$ cat src/rtl/mole_input_encoder_pkg.sv
// Game-wide constants and encodings shared by the mole input path.
package mole_input_encoder_pkg;

    localparam int NUM_MOLES               = 5;
    localparam int DEFAULT_DEBOUNCE_CYCLES = 250000;
    localparam int DEFAULT_CNT_W           = 18;
    localparam int CODE_W                  = 3;

    localparam logic [CODE_W-1:0] NO_HIT = 3'd0;

    typedef enum logic [1:0] {
        IDLE         = 2'd0,
        REPORT       = 2'd1,
        WAIT_RELEASE = 2'd2
    } enc_state_t;

endpackage

$ cat src/rtl/mole_input_encoder_key_debouncer.sv
// One mole button: 2-flop synchroniser, counting debouncer and press-edge detect.
module mole_input_encoder_key_debouncer
    import mole_input_encoder_pkg::*;
#(
    parameter int DEBOUNCE_CYCLES = DEFAULT_DEBOUNCE_CYCLES,
    parameter int CNT_W           = DEFAULT_CNT_W
) (
    input  logic clk_i,
    input  logic rst_ni,
    input  logic key_raw_i,
    output logic stable_o,
    output logic press_o
);

    localparam logic [CNT_W-1:0] CNT_LAST = CNT_W'(DEBOUNCE_CYCLES - 1);

    logic             sync1_q;
    logic             sync2_q;
    logic             stable_q;
    logic             stable_d;
    logic             stable_prev_q;
    logic [CNT_W-1:0] cnt_q;
    logic [CNT_W-1:0] cnt_d;

    // Any cycle where the synchronised level agrees with the accepted level restarts the count.
    always_comb begin
        stable_d = stable_q;
        cnt_d    = '0;
        if (sync2_q != stable_q) begin
            if (cnt_q == CNT_LAST) begin
                stable_d = sync2_q;
            end else begin
                cnt_d = cnt_q + CNT_W'(1);
            end
        end
    end

    always_ff @(posedge clk_i) begin
        if (!rst_ni) begin
            sync1_q       <= 1'b0;
            sync2_q       <= 1'b0;
            stable_q      <= 1'b0;
            stable_prev_q <= 1'b0;
            cnt_q         <= '0;
        end else begin
            sync1_q       <= key_raw_i;
            sync2_q       <= sync1_q;
            stable_q      <= stable_d;
            stable_prev_q <= stable_q;
            cnt_q         <= cnt_d;
        end
    end

    assign stable_o = stable_q;
    assign press_o  = stable_q & ~stable_prev_q;

endmodule

$ cat src/rtl/mole_input_encoder.sv
// Mole button front end: per-key debouncers feeding a lowest-index priority
// encoder and a one-report-per-press FSM that produces the hit code and strobe.
module mole_input_encoder
    import mole_input_encoder_pkg::*;
#(
    parameter int NUM_KEYS        = NUM_MOLES,
    parameter int DEBOUNCE_CYCLES = DEFAULT_DEBOUNCE_CYCLES,
    parameter int CNT_W           = DEFAULT_CNT_W
) (
    input  logic                clock,
    input  logic                reset,
    input  logic [NUM_KEYS-1:0] key_raw,
    input  logic                game_active,
    output logic [CODE_W-1:0]   user_game_input,
    output logic                hit_valid,
    output logic [NUM_KEYS-1:0] keys_stable
);

    localparam int SEL_W = (NUM_KEYS > 1) ? $clog2(NUM_KEYS) : 1;

    logic [NUM_KEYS-1:0] stable_w;
    logic [NUM_KEYS-1:0] press_w;
    logic                any_press;
    logic [SEL_W-1:0]    first_idx;

    enc_state_t          state_q;
    logic [SEL_W-1:0]    sel_q;
    logic [CODE_W-1:0]   code_q;
    logic                hit_q;

    generate
        for (genvar gi = 0; gi < NUM_KEYS; gi++) begin : g_key
            mole_input_encoder_key_debouncer #(
                .DEBOUNCE_CYCLES (DEBOUNCE_CYCLES),
                .CNT_W           (CNT_W)
            ) u_deb (
                .clk_i     (clock),
                .rst_ni    (reset),
                .key_raw_i (key_raw[gi]),
                .stable_o  (stable_w[gi]),
                .press_o   (press_w[gi])
            );
        end
    endgenerate

    // Scan from the top down so the lowest pressed index wins.
    always_comb begin
        any_press = |press_w;
        first_idx = '0;
        for (int k = NUM_KEYS - 1; k >= 0; k--) begin
            if (press_w[k]) begin
                first_idx = SEL_W'(k);
            end
        end
    end

    // The hit outputs are loaded on the IDLE->REPORT edge so they are high
    // for exactly the cycle spent in REPORT.
    always_ff @(posedge clock) begin
        if (!reset) begin
            state_q <= IDLE;
            sel_q   <= '0;
            code_q  <= NO_HIT;
            hit_q   <= 1'b0;
        end else begin
            code_q <= NO_HIT;
            hit_q  <= 1'b0;
            if (!game_active) begin
                state_q <= IDLE;
            end else begin
                case (state_q)
                    IDLE: begin
                        if (any_press) begin
                            sel_q   <= first_idx;
                            code_q  <= CODE_W'(first_idx) + CODE_W'(1);
                            hit_q   <= 1'b1;
                            state_q <= REPORT;
                        end
                    end
                    REPORT: begin
                        state_q <= WAIT_RELEASE;
                    end
                    WAIT_RELEASE: begin
                        if (!stable_w[sel_q]) begin
                            state_q <= IDLE;
                        end
                    end
                    default: begin
                        state_q <= IDLE;
                    end
                endcase
            end
        end
    end

    assign user_game_input = code_q;
    assign hit_valid       = hit_q;
    assign keys_stable     = stable_w;

endmodule

$ cat config.mk
export PLATFORM = sky130hd
export DESIGN_NAME = mole_input_encoder
export DESIGN_NICKNAME = d
export VERILOG_FILES = /design/src/rtl/mole_input_encoder_pkg.sv /design/src/rtl/mole_input_encoder_key_debouncer.sv /design/src/rtl/mole_input_encoder.sv
export SDC_FILE = /design/constraint.sdc
export NUM_CORES = 1
export LEC_CHECK = 0
export CAP_MARGIN = 20
export CELL_PAD_IN_SITES_DETAIL_PLACEMENT = 0
export CELL_PAD_IN_SITES_GLOBAL_PLACEMENT = 1
export CORE_MARGIN = 2
export CORE_UTILIZATION = 47
export CTS_CLUSTER_DIAMETER = 80
export CTS_CLUSTER_SIZE = 25
export DETAILED_ROUTE_END_ITERATION = 12
export GPL_TIMING_DRIVEN = 0
export PLACE_DENSITY = 0.75
export SLEW_MARGIN = 20
export SYNTH_ARGS = -nofsm -noshare
export SYNTH_HDL_FRONTEND = slang
export SYNTH_HIERARCHICAL = 1
export SYNTH_SLANG_ARGS = --single-unit
$ cat constraint.sdc
create_clock -name clock -period 1.8 [get_ports clock]
set_input_delay 0.54 -clock clock [delete_from_list [all_inputs] [get_ports clock]]
set_output_delay 0.54 -clock clock [all_outputs]
set_load 0.01 [all_outputs]
==> run_results.csv, run 1 <==
group,metric,value,unit
outcome,status,"completed",
critical_path,crit_path_end_kind,"primary output",
yosys,yosysSeqAreaShare,45.2,%
global_route,grt_max_degree,31,
yosys,synthArstFlopShare,0,%
clock_network,max-clock-path-buffers,2,
pwr,powerDensity,981,nW/um^2
clock_network,root_buffer,"clkbuf_8",
clock_network,clkTransAtPathRegs,0.06,ns
routing,wl,10000,um
timing,finalMaxSlewViolations,0,
critical_path,cp.arrival,1.20,ns
pwr,ir_drop,868,uV
critical_path,crit_path_cell_trace,"dlygate4sd2_1",
timing,setup-violations-final,0,
critical_path,cp_top_family,"flip-flops",
floorplan,die_area,12100,sq um
floorplan,initial_core_util,48.5,%
yosys,synth_area_per_cell,9.24,sq um
floorplan,io_pins,17,
hold_path,hold_path_startpoint,"g_key[3].u_deb/sync1_q$_SDFF_PN0_",
final_layout,regArea,2390,sq um
clock_network,ctsHtreeMaxLevel,4,
routing,drtIter0Drc,145,
timing,hold_viol,0,
clock_network,ctsHoldBuffers,0,
routing,dr_wl_met2,4620,um
hold_path,min_path_type,"reg -> reg",
critical_path,worst-setup-path-type,"reg -> out",
final_layout,final_nets,626,
timing,final.setup.worst_slack,0.0634,ns
global_route,overflow,0,
placed_design,dp_slack,-0.781,ns
clock_network,cts_tree,"built",
global_route,grt_usage,18.2,%
pwr,cellLeakagePower,2.05,nW
yosys,synth.distinct_cells,39,
critical_path,cp_max_fo,5,
final_layout,fill_cells,1007,
timing,max-slew-margin-rel,65.9,%
clock_network,clock-sinks,119,
yosys,yosysWarningCount,6,
timing,min_period,1.74,ns
routing,antenna_left,0,
timing,tightest_slew,0.512,ns
timing,fmax,576,MHz
critical_path,max_stage_delay,0.38,ns
critical_path,startpoint_type,"flip-flop",
yosys,synth_fp_nets,585,
final_layout,drive_gt1_share,13.6,%
placed_design,globalplace.congestion,0.811,
global_route,grt_first_pass_wirelength,16900,um
final_layout,multi_input_area,2800,sq um
timing,period_share,96.5,%
yosys,synthesis.area,5280,sq um
placed_design,io_buffers,16,
clock_network,cts_buffers,17,
critical_path,cp.buffers_inverters,1,
routing,wl_per_cell,13.1,um
routing,vias_per_cell,5.14,
final_layout,final_util,58.1,%
floorplan,die_height,110,um
floorplan,fp.dieW,110,um
yosys,yosys_most_used_dff,"dfxtp_1",
timing,skew,0.0106,ns
routing,m1WireLength,4940,um
run,drv_cap,0,
critical_path,worst_ep_required_time,1.26,ns
global_route,antenna_found_initial,0,
yosys,synth_edf_count,0,
routing,firstDrtPassIters,4,
critical_path,crit_start,"g_key[0].u_deb/stable_o$_SDFFE_PN0P_",
clock_network,clk_latency,0.53,ns
critical_path,cp_slowest_cell,"dfxtp_2",
routing,wl_met3,333,um
floorplan,rows,38,
yosys,synth-seq-cells,119,
yosys,netlist_instances,571,
routing,drc,0,
floorplan,core_area,10900,sq um
routing,dr.max_layer_used,"met4",
global_route,grt_pass1_vias,3702,
routing,vias,3930,
placed_design,dp_hpwl,6610,um
final_layout,area_delta_synth_final,20.0,%
critical_path,worstReg2RegStart,"g_key[2].u_deb/cnt_q[6]$_SDFF_PP0_",
final_layout,antenna_cells,0,
[cells in the mapped netlist, types with 2 or more instances]
library cell	n	area share, %
dfxtp_1	119	45
nor2_1	98	7.0
xnor2_1	70	12
nor4_1	32	3.8
nand3_1	31	2.9
inv_1	27	1.9
nor3_1	26	2.5
nand2_1	24	1.7
and2_1	16	1.9
nand4_1	15	1.8
nor4b_1	10	1.7
xor2_1	10	1.7
a21oi_1	9	0.85
mux2i_1	7	1.3
nor2b_1	7	0.83
ha_1	6	1.4
buf_4	5	0.71
clkbuf_1	5	0.36
nand2_2	5	0.59
nand4_2	5	1.2
nand4_4	5	2.0
nand4b_1	5	0.83
o31ai_1	5	0.71
o31ai_4	5	2.0
or3_1	5	0.59
or4_1	5	0.71
nor3b_2	2	0.47
[routing by layer]
| layer | up-vias | GRT usage, % |
|---|---|---|
| met5 | - | 0 |
| met4 | 0 | 7.50 |
| met3 | 11 | 6.28 |
| met2 | 54 | 27.6 |
| met1 | 1794 | 23.5 |
| li1 | 2071 | - |
[worst paths after layout]
kind,cells after the start,slack [ns],to
setup / recovery,1,0.06,keys_stable[0]
hold / removal,1,0.43,g_key[3].u_deb/sync2_q$_SDFF_PN0_
setup reg to reg,6,0.11,g_key[2].u_deb/cnt_q[14]$_SDFF_PP0_
hold reg to reg,1,0.43,g_key[3].u_deb/sync2_q$_SDFF_PN0_
[sequential cells by signal, indices dropped and copies added, names as in the netlist, 2 cells and up]
signal,count
g_key.u_deb/cnt_q,90
g_key.u_deb/stable_o,5
g_key.u_deb/stable_prev_q,5
g_key.u_deb/sync1_q,5
g_key.u_deb/sync2_q,5
sel_q,3
user_game_input,3
state_q,2
[cell usage in the layout (no fill, tap or decap), types with 10 or more instances in the layout]
cell type / netlist / routed
dfxtp_1: 119 / 113
nor2_1: 98 / 98
xnor2_1: 70 / 70
nand3_1: 31 / 30
nor4_1: 32 / 28
inv_1: 27 / 27
nor3_1: 26 / 26
nand2_1: 24 / 24
and2_1: 16 / 16
clkbuf_16: 0 / 16
nand4_1: 15 / 15
xor2_1: 10 / 10
buf_4: 5 / 10
[where the power goes]
part / leakage, nW / switching, mW / internal, mW
combinational: 0.782 / 0.0398 / 0.0352
clock: 0.301 / 1.14 / 2.34
sequential: 0.964 / 0.00864 / 2.65
[kinds of logic after synthesis]
| logic type | Yosys count | share of synthesized area [%] |
|---|---|---|
| AND/OR/NAND/NOR | 298 | 31.6 |
| AO/OA/AOI/OAI | 24 | 4.20 |
| flip-flops | 119 | 45.2 |
| buffers and inverters | 37 | 2.99 |
| XOR/XNOR | 80 | 13.3 |
| multiplexers | 7 | 1.33 |
| adder cells (fa/ha/maj) | 6 | 1.42 |
[stage by stage]
stage | instances | hold slack, ns | setup TNS, ns | total power [mW] | instance area, sq um
finish | 764 | 0.433 | 0 | 6.21 | 6330
global route | 764 | 0.448 | -0.0169 | 6.42 | 6330
CTS | 763 | 0.436 | 0 | 6.29 | 6250
detailed placement | 727 | 0.422 | -60.25 | 2.79 | 5610
global placement | 727 | 0.414 | -55.93 | 2.79 | 5610
floorplan | 571 | 0.412 | 0 | 2.75 | 5280
[cell type report]
class / count / area share [%]
repair buffers: 22 / 3.02
inverters: 27 / 1.60
flip-flops and latches: 119 / 37.8
clock buffers: 22 / 7.31
plain buffers: 10 / 0.949
well taps: 140 / 2.77
multi-input cells: 415 / 44.3
clock inverters: 9 / 2.33
[timing repair]
item / 4_1_cts / 5_1_grt
buffers inserted: 5 / 1
endpoints found under the setup margin: 62 / 97
gates resized for setup: 16 / 16
pin swaps: 5 / 2
Power figures use the tool's default switching activity.
==> inputs of run 2 (changes only) <==
Clock period 1.8 ns to 1.9 ns, I/O delays scaled along.
==> run_results.csv, run 2 (synthesis results as in run 1) <==
group,metric,value,unit
floorplan,die_area,12100,sq um
run,drv_cap,0,
final_layout,final_cell_mix,"dfxtp_1, nor2_1, xnor2_1",
hold_path,min_path_type,"reg -> reg",
pwr,p_seq_share,42.8,%
global_route,overflow,0,
routing,drtIter0Drc,138,
placed_design,io_buffers,16,
clock_network,cts_tree,"built",
clock_network,clk_latency,0.53,ns
clock_network,cts_buffers,17,
final_layout,final_common_cell,"dfxtp_1",
global_route,grt_first_pass_wirelength,16900,um
timing,min_period,1.81,ns
global_route,grt_max_degree,31,
final_layout,largest_register_ffs,90,
floorplan,die_height,110,um
timing,tightest_slew,0.518,ns
timing,skew,0.00574,ns
critical_path,max_stage_delay,0.39,ns
final_layout,drive_gt1_share,11.7,%
final_layout,fill_cells,1013,
pwr,switching_share,19.2,%
final_layout,area_delta_synth_final,18.8,%
clock_network,max-clock-path-buffers,2,
routing,firstDrtPassIters,5,
critical_path,cp_top_family,"flip-flops",
timing,hold_viol,0,
placed_design,place_inst,727,
critical_path,crit_path_end_kind,"primary output",
timing,setup-violations-final,0,
critical_path,worst-setup-path-type,"reg -> out",
global_route,antenna_found_initial,0,
final_layout,design_area,6270,sq um
critical_path,worstReg2RegStart,"g_key[2].u_deb/cnt_q[6]$_SDFF_PP0_",
global_route,grt_pass1_vias,3699,
critical_path,worst_ep_required_time,1.33,ns
timing,finalMaxSlewViolations,0,
pwr,finalPower,5.89,mW
routing,drc,0,
routing,wl_per_cell,13.0,um
floorplan,fp.dieW,110,um
final_layout,instances_no_fill,764,
floorplan,io_pins,17,
final_layout,final_nets,626,
critical_path,crit_start,"g_key[3].u_deb/stable_o$_SDFFE_PN0P_",
routing,wl,9920,um
placed_design,dp_hpwl,6610,um
global_route,grt_usage,18.1,%
critical_path,r2r-end,"g_key[2].u_deb/cnt_q[14]$_SDFF_PP0_",
pwr,ir_drop,823,uV
clock_network,ctsHtreeMaxLevel,4,
final_layout,regMostFlops,"g_key.u_deb/cnt_q",
clock_network,clock-sinks,119,
timing,final.setup.worst_slack,0.0851,ns
placed_design,place_area,5610,sq um
critical_path,cp_slowest_cell,"dfxtp_1",
pwr,powerDensity,940,nW/um^2
critical_path,regToRegSetupSlack,0.13,ns
final_layout,antenna_cells,0,
critical_path,reg2reg_depth,6,
pwr,power.share.clock,56.0,%
timing,max-slew-margin-rel,65.4,%
clock_network,clkTransAtPathRegs,0.06,ns
timing,rsz0062_at_grt,"false",
pwr,cellLeakagePower,2.04,nW
final_layout,final_util,57.6,%
outcome,status,"completed",
critical_path,crit_cells,1,
routing,vias_per_cell,5.17,
critical_path,cp.arrival,1.24,ns
floorplan,core_area,10900,sq um
pwr,combPwrFrac,1.2,%
critical_path,cp_max_fo,5,
pwr,p_sw,1.13,mW
clock_network,ctsHoldBuffers,0,
critical_path,startpoint_type,"flip-flop",
routing,vias,3949,
placed_design,dp_slack,-0.711,ns
pwr,internal_power,4.76,mW
critical_path,crit_path_cell_trace,"dlygate4sd2_1",
timing,period_share,95.5,%
placed_design,globalplace.congestion,0.811,
clock_network,root_buffer,"clkbuf_8",
critical_path,cp.buffers_inverters,1,
floorplan,initial_core_util,48.5,%
critical_path,crit_end,"keys_stable[3]",
timing,fmax,551,MHz
floorplan,rows,38,
routing,antenna_left,0,
[run 2: cell count changes in the layout (fill, tap and decap cells not counted)]
| cell | delta |
|---|---|
| nand3_2 | -1 |
| nor4_1 | +4 |
| nor4_2 | -4 |
| dfxtp_2 | -2 |
| dlygate4sd2_1 | +1 |
| buf_6 | -1 |
| a21oi_1 | +1 |
| buf_4 | +1 |
| a21oi_2 | -1 |
| dfxtp_1 | +2 |
| nor4b_2 | -3 |
| nor4b_1 | +3 |
| clkdlybuf4s15_2 | -1 |
| nand3_1 | +1 |
[run 2: cell type report]
class	count	area [sq um]	area share, %
inverters	27	101	1.62
clock inverters	9	148	2.36
multi-input cells	415	2750	43.9
plain buffers	10	56.3	0.898
flip-flops and latches	119	2390	38.1
repair buffers	22	189	3.01
well taps	140	175	2.79
clock buffers	22	463	7.39
[run 2: power groups by stage]
stage	Combinational, mW	Sequential, mW	Clock, mW
floorplan	0.0364	2.57	0
detailed placement	0.0691	2.57	0
finish	0.0713	2.52	3.30
global placement	0.0676	2.57	0
global route	0.0801	2.52	3.49
CTS	0.0720	2.52	3.37
[run 2: metrics by stage]
step | hold WS [ns] | TNS (ns)
2_1_floorplan | 0.412 | 0
3_3_place_gp | 0.414 | -47.60
3_5_place_dp | 0.422 | -51.92
4_1_cts | 0.436 | 0
5_1_grt | 0.448 | 0
6_report | 0.433 | 0
[run 2: repair_timing]
item,CTS,global route
pin swaps,4,1
resized for setup,14,4
buffers inserted,4,2
setup endpoints to repair,62,26
[run 2: worst min-delay path by stage]
stage | startpoint | end | slack (ns) | depth (start not counted)
global route | g_key[0].u_deb/sync1_q$_SDFF_PN0_ | g_key[0].u_deb/sync2_q$_SDFF_PN0_ | 0.45 | 1
finish | g_key[3].u_deb/sync1_q$_SDFF_PN0_ | g_key[3].u_deb/sync2_q$_SDFF_PN0_ | 0.43 | 1
floorplan | g_key[0].u_deb/sync1_q$_SDFF_PN0_ | g_key[0].u_deb/sync2_q$_SDFF_PN0_ | 0.41 | 1
CTS | g_key[3].u_deb/sync1_q$_SDFF_PN0_ | g_key[3].u_deb/sync2_q$_SDFF_PN0_ | 0.44 | 1
detailed placement | g_key[3].u_deb/sync1_q$_SDFF_PN0_ | g_key[3].u_deb/sync2_q$_SDFF_PN0_ | 0.42 | 1
global placement | g_key[3].u_deb/sync1_q$_SDFF_PN0_ | g_key[3].u_deb/sync2_q$_SDFF_PN0_ | 0.41 | 1
[run 2: metal layers]
| metal | track usage, % | wire length [um] | vias to the layer above |
|---|---|---|---|
| li1 | - | - | 2068 |
| met1 | 23.4 | 4920 | 1809 |
| met2 | 27.5 | 4470 | 56 |
| met3 | 6.28 | 346 | 16 |
| met4 | 7.50 | 177 | 0 |
| met5 | 0 | 0 | - |
==> inputs of run 3 (changes only) <==
Settings changed: RECOVER_POWER set to 100, SKIP_LAST_GASP set to 1.
==> run_results.csv, run 3 (synthesis results as in run 1) <==
group,metric,value,unit
timing,rsz0062_at_grt,"false",
routing,vias,3934,
critical_path,regToRegSetupSlack,0.10,ns
critical_path,cp_slowest_cell,"dfxtp_1",
floorplan,initial_core_util,48.5,%
timing,min_period,1.81,ns
global_route,grt_first_pass_wirelength,16900,um
critical_path,worst_ep_required_time,1.33,ns
outcome,status,"completed",
clock_network,cts_buffers,17,
timing,setup-violations-final,0,
routing,drtIter0Drc,140,
final_layout,area_delta_synth_final,18.0,%
critical_path,crit_path_cell_trace,"dlygate4sd2_1",
timing,period_share,95.4,%
floorplan,fp.dieW,110,um
clock_network,clk_latency,0.53,ns
clock_network,ctsHoldBuffers,0,
final_layout,final_common_cell,"dfxtp_1",
final_layout,largest_register_ffs,90,
critical_path,r2r-end,"g_key[2].u_deb/cnt_q[14]$_SDFF_PP0_",
pwr,p_seq_share,42.7,%
run,drv_cap,0,
placed_design,dp_hpwl,6610,um
placed_design,globalplace.congestion,0.811,
pwr,powerDensity,947,nW/um^2
critical_path,cp.arrival,1.24,ns
hold_path,worstHoldEndpoint,"g_key[3].u_deb/sync2_q$_SDFF_PN0_",
clock_network,clkTransAtPathRegs,0.06,ns
critical_path,max_stage_delay,0.42,ns
routing,firstDrtPassIters,5,
critical_path,startpoint_type,"flip-flop",
hold_path,hold_path_depth,1,
clock_network,clock-sinks,119,
critical_path,cp_top_family,"flip-flops",
global_route,overflow,0,
pwr,internal_power,4.76,mW
pwr,power.share.clock,56.1,%
clock_network,cts_tree,"built",
timing,finalMaxSlewViolations,0,
clock_network,max-clock-path-buffers,2,
pwr,p_sw,1.14,mW
floorplan,rows,38,
critical_path,crit_path_end_kind,"primary output",
timing,hold_viol,0,
critical_path,worst-setup-path-type,"reg -> out",
pwr,combPwrFrac,1.2,%
timing,final.setup.worst_slack,0.0881,ns
pwr,cellLeakagePower,2.04,nW
timing,max-slew-margin-rel,65.6,%
pwr,finalPower,5.89,mW
global_route,grt_pass1_vias,3699,
routing,antenna_left,0,
routing,wl,9920,um
critical_path,cp.buffers_inverters,1,
pwr,ir_drop,823,uV
floorplan,io_pins,17,
clock_network,ctsHtreeMaxLevel,4,
hold_path,min_path_type,"reg -> reg",
placed_design,dp_slack,-0.711,ns
critical_path,cp_max_fo,5,
timing,skew,0.00574,ns
global_route,grt_usage,18.1,%
critical_path,worstReg2RegStart,"g_key[2].u_deb/cnt_q[6]$_SDFF_PP0_",
final_layout,antenna_cells,0,
floorplan,die_height,110,um
routing,wl_per_cell,13.0,um
routing,vias_per_cell,5.15,
final_layout,drive_gt1_share,10.4,%
floorplan,core_area,10900,sq um
final_layout,final_cell_mix,"dfxtp_1, nor2_1, xnor2_1",
final_layout,fill_cells,1018,
routing,drc,0,
pwr,switching_share,19.3,%
global_route,grt_max_degree,31,
clock_network,root_buffer,"clkbuf_8",
placed_design,io_buffers,16,
hold_path,hold_path_startpoint,"g_key[3].u_deb/sync1_q$_SDFF_PN0_",
final_layout,regMostFlops,"g_key.u_deb/cnt_q",
timing,fmax,552,MHz
floorplan,die_area,12100,sq um
final_layout,final_nets,626,
global_route,antenna_found_initial,0,
critical_path,reg2reg_depth,6,
timing,setup-tns-final,0,ns
timing,tightest_slew,0.517,ns
-- run 3: worst max-delay path by stage --
stage                                         start                                  end  slack (ns)  cells past startpoint
3_3_place_gp                                  reset        user_game_input[0]$_SDFF_PN0_       -0.58                      4
4_1_cts        g_key[0].u_deb/stable_o$_SDFFE_PN0P_                       keys_stable[0]       -0.17                      1
6_report       g_key[2].u_deb/stable_o$_SDFFE_PN0P_                       keys_stable[2]        0.09                      1
5_1_grt          g_key[2].u_deb/cnt_q[6]$_SDFF_PP0_  g_key[2].u_deb/cnt_q[14]$_SDFF_PP0_        0.01                      6
3_5_place_dp                                  reset        user_game_input[0]$_SDFF_PN0_       -0.71                      4
2_1_floorplan    g_key[0].u_deb/cnt_q[6]$_SDFF_PP0_  g_key[0].u_deb/cnt_q[12]$_SDFF_PP0_        0.30                      6
-- run 3: power groups by stage --
| stage | clock network, mW | registers, mW | logic [mW] |
|---|---|---|---|
| global placement | 0 | 2.57 | 0.0676 |
| finish | 3.31 | 2.52 | 0.0689 |
| floorplan | 0 | 2.57 | 0.0364 |
| global route | 3.49 | 2.52 | 0.0775 |
| detailed placement | 0 | 2.57 | 0.0691 |
| CTS | 3.37 | 2.52 | 0.0720 |
-- run 3: per-layer routing --
layer  track usage [%]  share of wire [%]
met3              6.28                3.4
met4              7.50                1.6
met5                 0                  0
met2              27.5                 45
met1              23.4                 50
-- run 3: per-stage QoR --
step                util, %  cells  area (sq um)  hold slack, ns
finish                 57.2    764          6230           0.433
global route           57.2    764          6230           0.448
CTS                    57.4    762          6250           0.436
detailed placement     51.5    727          5610           0.422
global placement       51.5    727          5610           0.414
floorplan                 -    571          5280           0.412
-- run 3: layout make-up --
type | count | area [sq um] | area share [%]
buffer | 10 | 53.8 | 0.864
sequential | 119 | 2380 | 38.3
inverter | 27 | 101 | 1.63
timing repair buffer | 22 | 190 | 3.05
multi-input combinational | 415 | 2710 | 43.5
tap | 140 | 175 | 2.81
clock inverter | 9 | 148 | 2.37
clock buffer | 22 | 463 | 7.44
-- run 3: timing repair --
| action | CTS | global route |
|---|---|---|
| setup buffers | 4 | 2 |
| setup endpoints to repair | 62 | 27 |
| pin swaps | 4 | 1 |
| resized for setup | 13 | 5 |
